===== config.mk =====
export PLATFORM = sky130hd
export DESIGN_NAME = chipbus_slot_arbiter_flat
export DESIGN_NICKNAME = d
export VERILOG_FILES = /design/src/rtl/chipbus_slot_arbiter_if.sv /design/src/rtl/chipbus_slot_arbiter.sv /design/src/flat_wrapper.sv
export SDC_FILE = /design/constraint.sdc
export NUM_CORES = 1
export LEC_CHECK = 0
export BUFFER_PORTS_ARGS = -buffer_cell sky130_fd_sc_hd__buf_2
export CORE_MARGIN = 2
export CORE_UTILIZATION = 45
export DETAILED_ROUTE_END_ITERATION = 8
export PLACE_DENSITY_LB_ADDON = 0.12
export REMOVE_ABC_BUFFERS = 1
export SYNTH_ARGS = -nofsm -noshare
export SYNTH_HDL_FRONTEND = slang
export SYNTH_SLANG_ARGS = --single-unit

===== constraint.sdc =====
create_clock -name clk -period 3.65 [get_ports clk]
set_input_delay 0.1825 -clock clk [delete_from_list [all_inputs] [get_ports clk]]
set_output_delay 0.1825 -clock clk [all_outputs]
set_load 0.1 [all_outputs]

===== src/rtl/chipbus_slot_arbiter_if.sv =====
// Chip-bus slot arbiter signal bundle: DMA enables, requests, CPU request, slot grants.
// The master side drives requests and enables; the slave side is the arbiter.
interface chipbus_slot_arbiter_if #(
  parameter int HPOS_W = 8
) ();
  logic              hsync_start;
  logic              dmaen;
  logic              disken;
  logic [3:0]        auden;
  logic              spren;
  logic              copen;
  logic              blten;
  logic              bltpri;
  logic              req_disk;
  logic              disk_wr;
  logic [3:0]        req_aud;
  logic              req_spr;
  logic              req_cop;
  logic              req_blt;
  logic              blt_wr;
  logic              cpu_req;
  logic [HPOS_W-1:0] hpos;
  logic              gnt_ref;
  logic              gnt_disk;
  logic [3:0]        gnt_aud;
  logic              gnt_spr;
  logic              gnt_cop;
  logic              gnt_blt;
  logic              dma;
  logic              dmawr;
  logic              dmapri;

  modport master (
    output hsync_start, dmaen, disken, auden, spren, copen, blten, bltpri,
           req_disk, disk_wr, req_aud, req_spr, req_cop, req_blt, blt_wr, cpu_req,
    input  hpos, gnt_ref, gnt_disk, gnt_aud, gnt_spr, gnt_cop, gnt_blt, dma, dmawr, dmapri
  );

  modport slave (
    input  hsync_start, dmaen, disken, auden, spren, copen, blten, bltpri,
           req_disk, disk_wr, req_aud, req_spr, req_cop, req_blt, blt_wr, cpu_req,
    output hpos, gnt_ref, gnt_disk, gnt_aud, gnt_spr, gnt_cop, gnt_blt, dma, dmawr, dmapri
  );
endinterface


===== src/rtl/chipbus_slot_arbiter.sv =====
// Chip-bus slot scheduler: fixed odd-slot map for refresh/disk/audio/sprite, free slots
// arbitrated copper > blitter > CPU, with a blitter hog limiter when bltpri is low.
module chipbus_slot_arbiter #(
  parameter int LINE_LEN = 227,
  parameter int HPOS_W   = 8
) (
  input  logic                   clk,
  input  logic                   rst_n,
  chipbus_slot_arbiter_if.slave  bus
);
  localparam logic [HPOS_W-1:0] LAST_HPOS = HPOS_W'(LINE_LEN - 1);

  logic [HPOS_W-1:0] hpos_r,   nxt_hpos_s;
  logic              ref_r,    ref_s;
  logic              disk_r,   disk_s;
  logic [3:0]        aud_r,    aud_s;
  logic              spr_r,    spr_s;
  logic              cop_r,    cop_s;
  logic              blt_r,    blt_s;
  logic              dma_r,    dma_s;
  logic              dmawr_r,  dmawr_s;
  logic              dmapri_r, dmapri_s;
  logic [2:0]        hog_r,    hog_nxt_s;

  logic              odd_s, is_ref_s, is_disk_s, is_aud_s, is_spr_s, free_s;
  logic [1:0]        aud_idx_s;
  logic              blt_ok_s, hog_block_s;

  // Next slot number; a line restart overrides the normal wrap.
  always_comb begin
    nxt_hpos_s = hpos_r + HPOS_W'(1);
    if (bus.hsync_start) begin
      nxt_hpos_s = '0;
    end else if (hpos_r == LAST_HPOS) begin
      nxt_hpos_s = '0;
    end else begin
      nxt_hpos_s = hpos_r + HPOS_W'(1);
    end
  end

  // Fixed slot map, evaluated on the slot being decided (next hpos).
  assign odd_s     = nxt_hpos_s[0];
  assign is_ref_s  = odd_s && (nxt_hpos_s <= HPOS_W'(7));
  assign is_disk_s = odd_s && (nxt_hpos_s >= HPOS_W'(9))  && (nxt_hpos_s <= HPOS_W'(13));
  assign is_aud_s  = odd_s && (nxt_hpos_s >= HPOS_W'(15)) && (nxt_hpos_s <= HPOS_W'(21));
  assign is_spr_s  = odd_s && (nxt_hpos_s >= HPOS_W'(23)) && (nxt_hpos_s <= HPOS_W'(53));
  assign aud_idx_s = 2'((nxt_hpos_s - HPOS_W'(15)) >> 1);

  assign blt_ok_s    = bus.req_blt & bus.blten & bus.dmaen;
  // After three back-to-back blitter wins against a waiting CPU, one free slot goes to the CPU.
  assign hog_block_s = ~bus.bltpri & bus.cpu_req & (hog_r == 3'd3);

  // Slot owner for the upcoming slot.
  always_comb begin
    ref_s  = 1'b0;
    disk_s = 1'b0;
    aud_s  = 4'b0000;
    spr_s  = 1'b0;
    cop_s  = 1'b0;
    blt_s  = 1'b0;
    free_s = 1'b0;
    if (is_ref_s) begin
      ref_s = 1'b1;
    end else if (is_disk_s && bus.req_disk && bus.disken && bus.dmaen) begin
      disk_s = 1'b1;
    end else if (is_aud_s && bus.req_aud[aud_idx_s] && bus.auden[aud_idx_s] && bus.dmaen) begin
      aud_s[aud_idx_s] = 1'b1;
    end else if (is_spr_s && bus.req_spr && bus.spren && bus.dmaen) begin
      spr_s = 1'b1;
    end else begin
      free_s = 1'b1;
    end
    if (free_s && !odd_s && bus.req_cop && bus.copen && bus.dmaen) begin
      cop_s = 1'b1;
    end else if (free_s && blt_ok_s && !hog_block_s) begin
      blt_s = 1'b1;
    end else begin
      cop_s = 1'b0;
      blt_s = 1'b0;
    end
  end

  // Hog counter update and derived bus-control flags.
  always_comb begin
    hog_nxt_s = hog_r;
    if (bus.bltpri || !bus.cpu_req) begin
      hog_nxt_s = 3'd0;
    end else if (free_s && !cop_s && (hog_r == 3'd3)) begin
      hog_nxt_s = 3'd0;
    end else if (blt_s) begin
      hog_nxt_s = hog_r + 3'd1;
    end else begin
      hog_nxt_s = hog_r;
    end
    dma_s    = ref_s | disk_s | (|aud_s) | spr_s | cop_s | blt_s;
    dmawr_s  = (disk_s & bus.disk_wr) | (blt_s & bus.blt_wr);
    dmapri_s = bus.bltpri & bus.blten & bus.dmaen & bus.req_blt;
  end

  // Output and state registers.
  always_ff @(posedge clk or negedge rst_n) begin
    if (!rst_n) begin
      hpos_r   <= '0;
      ref_r    <= 1'b0;
      disk_r   <= 1'b0;
      aud_r    <= 4'b0000;
      spr_r    <= 1'b0;
      cop_r    <= 1'b0;
      blt_r    <= 1'b0;
      dma_r    <= 1'b0;
      dmawr_r  <= 1'b0;
      dmapri_r <= 1'b0;
      hog_r    <= 3'd0;
    end else begin
      hpos_r   <= nxt_hpos_s;
      ref_r    <= ref_s;
      disk_r   <= disk_s;
      aud_r    <= aud_s;
      spr_r    <= spr_s;
      cop_r    <= cop_s;
      blt_r    <= blt_s;
      dma_r    <= dma_s;
      dmawr_r  <= dmawr_s;
      dmapri_r <= dmapri_s;
      hog_r    <= hog_nxt_s;
    end
  end

  assign bus.hpos     = hpos_r;
  assign bus.gnt_ref  = ref_r;
  assign bus.gnt_disk = disk_r;
  assign bus.gnt_aud  = aud_r;
  assign bus.gnt_spr  = spr_r;
  assign bus.gnt_cop  = cop_r;
  assign bus.gnt_blt  = blt_r;
  assign bus.dma      = dma_r;
  assign bus.dmawr    = dmawr_r;
  assign bus.dmapri   = dmapri_r;
endmodule


===== src/flat_wrapper.sv =====
// flat-port wrapper written by rule: the top's interface ports become plain ports
module chipbus_slot_arbiter_flat 
#(
  parameter int LINE_LEN = 227,
  parameter int HPOS_W   = 8
)
  (clk, rst_n, bus_hsync_start, bus_dmaen, bus_disken, bus_auden, bus_spren, bus_copen, bus_blten, bus_bltpri, bus_req_disk, bus_disk_wr, bus_req_aud, bus_req_spr, bus_req_cop, bus_req_blt, bus_blt_wr, bus_cpu_req, bus_hpos, bus_gnt_ref, bus_gnt_disk, bus_gnt_aud, bus_gnt_spr, bus_gnt_cop, bus_gnt_blt, bus_dma, bus_dmawr, bus_dmapri);
  chipbus_slot_arbiter_if #(.HPOS_W(HPOS_W)) bus_i ();
  input  logic clk;
  input  logic rst_n;
  input wire logic [$bits(bus_i.hsync_start)-1:0] bus_hsync_start;
  input wire logic [$bits(bus_i.dmaen)-1:0] bus_dmaen;
  input wire logic [$bits(bus_i.disken)-1:0] bus_disken;
  input wire logic [$bits(bus_i.auden)-1:0] bus_auden;
  input wire logic [$bits(bus_i.spren)-1:0] bus_spren;
  input wire logic [$bits(bus_i.copen)-1:0] bus_copen;
  input wire logic [$bits(bus_i.blten)-1:0] bus_blten;
  input wire logic [$bits(bus_i.bltpri)-1:0] bus_bltpri;
  input wire logic [$bits(bus_i.req_disk)-1:0] bus_req_disk;
  input wire logic [$bits(bus_i.disk_wr)-1:0] bus_disk_wr;
  input wire logic [$bits(bus_i.req_aud)-1:0] bus_req_aud;
  input wire logic [$bits(bus_i.req_spr)-1:0] bus_req_spr;
  input wire logic [$bits(bus_i.req_cop)-1:0] bus_req_cop;
  input wire logic [$bits(bus_i.req_blt)-1:0] bus_req_blt;
  input wire logic [$bits(bus_i.blt_wr)-1:0] bus_blt_wr;
  input wire logic [$bits(bus_i.cpu_req)-1:0] bus_cpu_req;
  output wire logic [$bits(bus_i.hpos)-1:0] bus_hpos;
  output wire logic [$bits(bus_i.gnt_ref)-1:0] bus_gnt_ref;
  output wire logic [$bits(bus_i.gnt_disk)-1:0] bus_gnt_disk;
  output wire logic [$bits(bus_i.gnt_aud)-1:0] bus_gnt_aud;
  output wire logic [$bits(bus_i.gnt_spr)-1:0] bus_gnt_spr;
  output wire logic [$bits(bus_i.gnt_cop)-1:0] bus_gnt_cop;
  output wire logic [$bits(bus_i.gnt_blt)-1:0] bus_gnt_blt;
  output wire logic [$bits(bus_i.dma)-1:0] bus_dma;
  output wire logic [$bits(bus_i.dmawr)-1:0] bus_dmawr;
  output wire logic [$bits(bus_i.dmapri)-1:0] bus_dmapri;
  assign bus_i.hsync_start = bus_hsync_start;
  assign bus_i.dmaen = bus_dmaen;
  assign bus_i.disken = bus_disken;
  assign bus_i.auden = bus_auden;
  assign bus_i.spren = bus_spren;
  assign bus_i.copen = bus_copen;
  assign bus_i.blten = bus_blten;
  assign bus_i.bltpri = bus_bltpri;
  assign bus_i.req_disk = bus_req_disk;
  assign bus_i.disk_wr = bus_disk_wr;
  assign bus_i.req_aud = bus_req_aud;
  assign bus_i.req_spr = bus_req_spr;
  assign bus_i.req_cop = bus_req_cop;
  assign bus_i.req_blt = bus_req_blt;
  assign bus_i.blt_wr = bus_blt_wr;
  assign bus_i.cpu_req = bus_cpu_req;
  assign bus_hpos = bus_i.hpos;
  assign bus_gnt_ref = bus_i.gnt_ref;
  assign bus_gnt_disk = bus_i.gnt_disk;
  assign bus_gnt_aud = bus_i.gnt_aud;
  assign bus_gnt_spr = bus_i.gnt_spr;
  assign bus_gnt_cop = bus_i.gnt_cop;
  assign bus_gnt_blt = bus_i.gnt_blt;
  assign bus_dma = bus_i.dma;
  assign bus_dmawr = bus_i.dmawr;
  assign bus_dmapri = bus_i.dmapri;
  chipbus_slot_arbiter #(.LINE_LEN(LINE_LEN), .HPOS_W(HPOS_W)) u_core (.clk(clk), .rst_n(rst_n), .bus(bus_i));
endmodule

==> results.toml, run 1 <==
[timing]
final_min_period_over_clock_period_pct = 74.98
hold-worst-slack_ns = 0.07763
clock_skew_ns = 0.01169
layout_min_cycle_time_ns = 2.737
hold_violations = 0
worst_slew_pin_slew_ns = 0.5114
maxSlewHeadroom_pct = 65.90
rsz0062_at_grt = "no"
setup_ws_ns = 0.9133
slew_violations = 0
fin_setup_tns_ns = 0
fmax_ghz = 0.3654
setup_viol = 0

[placement]
placed_cells = 216
place_area_um2 = 1664
gp_congestion = 0.8125
preCtsSetupSlack_ns = 0.9468
port_buffers = 43
post-dp-hpwl_um = 2556

[final_layout]
area_growth_pct = 17.24
drive_gt1_share_pct = 37.85
nets = 205
num-fill-cells = 301
largest_reg_flops = 8
fin_util_pct = 55.74
diodes = 0
multiInputGateArea_um2 = 810.8
seqCellArea_um2 = 575.6
final_cell_count_no_fill = 221
final_common_cell = "buf_2"
final_cell_mix = "buf_2, dfrtp_1, nor2_1, nand2_1, nand4_1"
fin_area_um2 = 1702

[route]
first_pass_iters = 4
post_drt_wl_per_cell_um = 14.87
drtIter0Drc = 38
via_per_inst = 5.335
remaining_drc_errors = 0
wirelength_um = 3287
vias = 1179
final_antenna_net_count = 0

[global_routing]
grt_usage_pct = 19.14
antenna_found_initial = 0
grt_pass1_wl_um = 5216
overflow = 0
grt_max_degree = 24
grt_pass1_vias = 1141

[critical_path]
slowest_stage = "or4b_2"
cp_num_buf_inv = 1
cp_top_family = "simple AND/OR/NAND/NOR gates"
r2r-end = "u_core.bus.gnt_aud[1]"
critPathArrivalTime_ns = 2.96
critPathRequiredTime_ns = 3.87
crit_fanout = 11
reg2reg_from = "u_core.bus.hpos[0]"
crit_type = "reg -> reg"
end_kind = "flip-flop"
rrSetupSlack_ns = 0.91
timing.critical_path.from_type = "flip-flop"
path_cells = "inv_1 > ha_1 > or4b_2 > o21ai_0 > or2_4 > o2111a_4 > o21ai_0 > nor3_1"
reg2regPathDepth = 8
crit_path_max_incr_delay_ns = 0.65
crit_top_cell = "o21ai_0"

[yosys]
synth.avg_cell_area_um2 = 10.83
synthArstFlopShare_pct = 100.0
synth_edf_count = 0
syn_inst = 134
ys_seq_area_share_pct = 39.66
synth_ff_type = "dfrtp_1"
ys_ff_latch = 23
synthDistinctLibCells = 47
synth_warnings = 0
netlist_area_um2 = 1451

[run]
cap_viol_max_count = 0

[clock_tree]
cts_buffers = 3
clock-sinks = 23
clock_tree.root_cell = "clkbuf_4"
clk_pin_slew_ns = 0.13
cts.path.max_buffers = 2
cts_tree = "yes"
clk_latency_ns = 0.31
htree_num_levels = 1
cts_setup_buffers = 0

[pwr]
ir_drop_uv = 135.7
p_total_mw = 0.5120
static-leakage-power_nw = 0.8143
powerDensity_nw_per_um2 = 300.9

[die]
rows = 20
die_area_um2 = 3695
fp.dieW_um = 60.79
core_region_area_um2 = 3053
start_util_pct = 47.54
die_h_um = 60.79
io_pins = 44

[min_path]
min_from = "bus_disk_wr"
hold_depth = 2
holdPathEnd = "u_core.bus.dmawr"
min_path_type = "in -> reg"

[status]
status = "complete, no violations"
power by group:
part	internal [mW]	switching (mW)	total (mW)	leakage, nW
clock network	0.0409	0.0759	0.117	0.0177
logic	0.0364	0.0886	0.125	0.482
registers	0.261	0.00954	0.270	0.314
total	0.338	0.174	0.512	0.814
what timing repair did:
item	in CTS	in global routing
hold buffers	1	0
endpoints found under the hold margin	23	0
resized for setup	0	0
worst register-to-register path, stage by stage, from the launching register on:
cell	delay, ns
dfrtp_1	0.61
inv_1	0.09
ha_1	0.38
or4b_2	0.65
o21ai_0	0.14
or2_4	0.18
o2111a_4	0.27
o21ai_0	0.16
nor3_1	0.17
cell families after synthesis:
group                      count (synthesis)  synth area share [%]
xor gates and xnor gates                   6                 3.621
AOI/OAI and AO/OA                         23                 18.62
muxes                                      4                 3.965
and+or+nand+nor                           68                 27.07
adders and majority gates                  3                 2.586
DFF                                       23                 39.66
buffers and inverters                      7                 4.483
layer usage:
layer,vias to the layer above,wire [µm],share of wire (%),track usage (%)
met3,2,134,4.1,3.838
met4,0,21,0.64,3.106
met5,-,0,0,0
met2,30,1664,51,33.64
met1,571,1467,45,24.80
li1,576,-,-,-
layout make-up:
cell class / count / area share, %
Clock buffer: 3 / 1.324
Inverter: 2 / 0.4412
Clock inverter: 1 / 0.2941
Tap cell: 44 / 3.235
Sequential cell: 23 / 33.82
Multi-Input combinational cell: 104 / 47.65
Timing Repair Buffer: 44 / 13.24
Yosys cell counts (2+ instances only):
master     count  area (µm²)
nor2_1        16       60.06
inv_1          2       7.510
nor3_1         4       20.02
xnor2_1        3       26.28
dfrtp_1       23       575.6
o2bb2ai_1      2       17.52
and2_1         3       18.77
a2111oi_4      2       55.05
mux2i_1        2       20.02
nand4_1        5       31.28
nand2_1       14       52.55
xor2_1         3       26.28
and3_1         2       12.51
a31oi_1        4       25.02
or3_1          2       12.51
nand2b_1       2       12.51
nor2b_1        3       18.77
a211oi_4       2       40.04
a21oi_1        2       10.01
buf_6          2       22.52
nand3_1        4       20.02
ha_1           3       37.54
o21ai_0        2       10.01
buf_4          2       15.01
and2b_1        3       22.52
worst max path at each step:
stage,start,end,slack (ns),cells past startpoint
global route,u_core.bus.hpos[0],u_core.bus.gnt_aud[1],0.79,8
floorplan,u_core.bus.hpos[0],u_core.bus.dmawr,0.53,8
finish,u_core.bus.hpos[0],u_core.bus.gnt_aud[1],0.91,8
global placement,u_core.bus.hpos[0],u_core.bus.gnt_aud[1],1.06,8
CTS,u_core.bus.hpos[0],u_core.bus.gnt_aud[1],0.92,8
detailed placement,u_core.bus.hpos[0],u_core.bus.dmawr,0.95,8
No activity file was read; power rests on OpenSTA's default activity.
==> run 2, diff against run 1 <==
--- a/config.mk
+++ b/config.mk
@@ -5,6 +5,7 @@
 export SDC_FILE = /design/constraint.sdc
 export NUM_CORES = 1
 export LEC_CHECK = 0
+export ABC_AREA = 1
 export BUFFER_PORTS_ARGS = -buffer_cell sky130_fd_sc_hd__buf_2
 export CORE_MARGIN = 2
 export CORE_UTILIZATION = 45
==> constraint.sdc (replaced) <==
create_clock -name clk -period 2.5 [get_ports clk]
set_input_delay 0.125 -clock clk [delete_from_list [all_inputs] [get_ports clk]]
set_output_delay 0.125 -clock clk [all_outputs]
set_load 0.1 [all_outputs]
==> results.toml, run 2 <==
[status]
status = "complete, no violations"

[final_layout]
final_cell_mix = "nand2_1, buf_2, inv_1, dfrtp_1, nor2_1"
nets = 272
diodes = 0
num-fill-cells = 300
largest_reg_flops = 8
drive_gt1_share_pct = 34.02
area_growth_pct = 22.24
final_common_cell = "nand2_1"

[die]
fp.dieW_um = 61.01
die_area_um2 = 3722
io_pins = 44
rows = 20
die_h_um = 61.01
core_region_area_um2 = 3078
start_util_pct = 47.52

[clock_tree]
cts.path.max_buffers = 2
cts_setup_buffers = 0
htree_num_levels = 1
clock-sinks = 23
clk_latency_ns = 0.31
clk_pin_slew_ns = 0.13
cts_tree = "yes"
clock_tree.root_cell = "clkbuf_4"
cts_buffers = 3

[critical_path]
slowest_stage = "dfrtp_1"
critPathArrivalTime_ns = 2.39
r2r-end = "u_core.hog_r[1]"
crit_path_max_incr_delay_ns = 0.44
rrSetupSlack_ns = 0.36
reg2regPathDepth = 14
timing.critical_path.from_type = "flip-flop"
critPathRequiredTime_ns = 2.75
path_cells = "inv_1 > ha_1 > inv_1 > nor2_2 > nand2_4 > nand2_4 > nor2_8 > nor2_2 > nand4_1 > nand2_2 > nor2_1 > nand4_1 > nand2_1 > a21oi_2"
crit_fanout = 9
reg2reg_from = "u_core.bus.hpos[0]"
end_kind = "flip-flop"
crit_type = "reg -> reg"

[min_path]
min_path_type = "in -> reg"
min_from = "bus_disk_wr"
holdPathEnd = "u_core.bus.dmawr"
hold_depth = 3

[global_routing]
overflow = 0
grt_pass1_vias = 1166
antenna_found_initial = 0
grt_pass1_wl_um = 5195
grt_usage_pct = 18.30
grt_max_degree = 24

[timing]
final_min_period_over_clock_period_pct = 85.46
rsz0062_at_grt = "no"
fmax_ghz = 0.4680
worst_slew_pin_slew_ns = 0.5163
clock_skew_ns = 0.005104
maxSlewHeadroom_pct = 65.58
slew_violations = 0
setup_viol = 0
hold_violations = 0
layout_min_cycle_time_ns = 2.137
fin_setup_tns_ns = 0

[yosys]
synth_ff_type = "dfrtp_1"
synthDistinctLibCells = 23
synth_warnings = 0
netlist.area_leader.share_pct = 39.35
syn_inst = 194
synth_edf_count = 0
synthArstFlopShare_pct = 100.0
post-synth-top-count-cell = "nand2_1"
synth_largest_area_cell = "dfrtp_1"
synthTopCellsByArea = "dfrtp_1, nand2_1, inv_1"
synthAdderAreaFrac_pct = 2.566
synth.avg_cell_area_um2 = 7.539
netlist_area_um2 = 1463
synth-compound-area-share_pct = 2.310
ys_seq_area_share_pct = 39.35
synth-simple-area-share_pct = 46.62
ys_top_cells_by_count = "nand2_1, inv_1, dfrtp_1, nor2_1, nand3_1"
synth.mux.area_fraction_pct = 0
synth_top_family_by_area = "simple AND/OR/NAND/NOR gates"
synth_xor_area_share_pct = 1.198
ys_ff_latch = 23

[route]
vias = 1362
wirelength_um = 3112
final_antenna_net_count = 0
post_drt_wl_per_cell_um = 10.81
remaining_drc_errors = 0
first_pass_iters = 4
via_per_inst = 4.729
drtIter0Drc = 70

[placement]
gp_congestion = 0.8800
port_buffers = 43
post-dp-hpwl_um = 2507

[run]
cap_viol_max_count = 0

[pwr]
p_total_mw = 0.7544
ir_drop_uv = 196.2
powerDensity_nw_per_um2 = 421.9
static-leakage-power_nw = 1.053
## run 2: metal layers
metal / vias to the layer above / share of wire (%) / global-route usage [%]
met2: 40 / 46 / 29.34
met3: 4 / 4.3 / 1.891
met5: - / 0 / 0
met4: 0 / 0.93 / 4.658
li1: 709 / - / -
met1: 609 / 49 / 26.58
## run 2: final cells by class
| cell class | instances | area (µm²) | share of cell area, % |
|---|---|---|---|
| clock buffers | 3 | 22.52 | 1.260 |
| clock inverters | 1 | 5.005 | 0.2799 |
| inverters | 31 | 116.4 | 6.508 |
| multi-input cells | 140 | 770.7 | 43.11 |
| flip-flops and latches | 23 | 575.6 | 32.19 |
| well taps | 44 | 55.05 | 3.079 |
| repair buffers | 46 | 242.7 | 13.58 |
## run 2: how the worst max path moves through the flow
stage / startpoint / endpoint / slack (ns)
after floorplan: u_core.bus.hpos[1] / u_core.hog_r[0] / -0.10
after global placement: u_core.bus.hpos[0] / u_core.hog_r[0] / 0.40
after detailed placement: u_core.bus.hpos[0] / u_core.hog_r[1] / 0.38
after CTS: u_core.bus.hpos[0] / u_core.hog_r[1] / 0.37
after global routing: u_core.bus.hpos[0] / u_core.hog_r[0] / 0.14
final: u_core.bus.hpos[0] / u_core.hog_r[1] / 0.36
## run 2: metrics by stage
step	instances	cell area, µm²	hold WS [ns]	util (%)	setup slack, ns
after detailed placement	282	1740	0.1381	56.54	0.3836
after floorplan	194	1463	-0.1706	-	-0.1007
final	288	1788	0.01553	58.09	0.3634
after CTS	288	1788	0.006053	58.09	0.3694
after global routing	288	1788	0.03053	58.09	0.1376
after global placement	282	1740	0.1316	56.54	0.3958
## run 2: timing repair
action	CTS	global route
hold endpoints to repair	24	0
hold buffers	2	0
resized for setup	0	0
## run 2: logic make-up after synthesis
logic type               Yosys count
AND/OR/NAND/NOR                  130
buffers and inverters             31
flip-flops                        23
AO/OA/AOI/OAI                      5
adder cells (fa/ha/maj)            3
XOR/XNOR                           2
## run 2: power by group
part	total, mW	switching (mW)	leakage (nW)	internal, mW
Sequential	0.387	0.00659	0.314	0.381
Clock	0.177	0.117	0.0177	0.0598
Combinational	0.190	0.141	0.722	0.0496
## run 2: worst max-delay path, delay by kind of cell, from the launching register on
family	cells	cell delay [ns]
adder cells (fa/ha/maj)	1	0.15
AND/OR/NAND/NOR	10	1.23
flip-flops	1	0.44
buffers and inverters	2	0.14
AO/OA/AOI/OAI	1	0.11
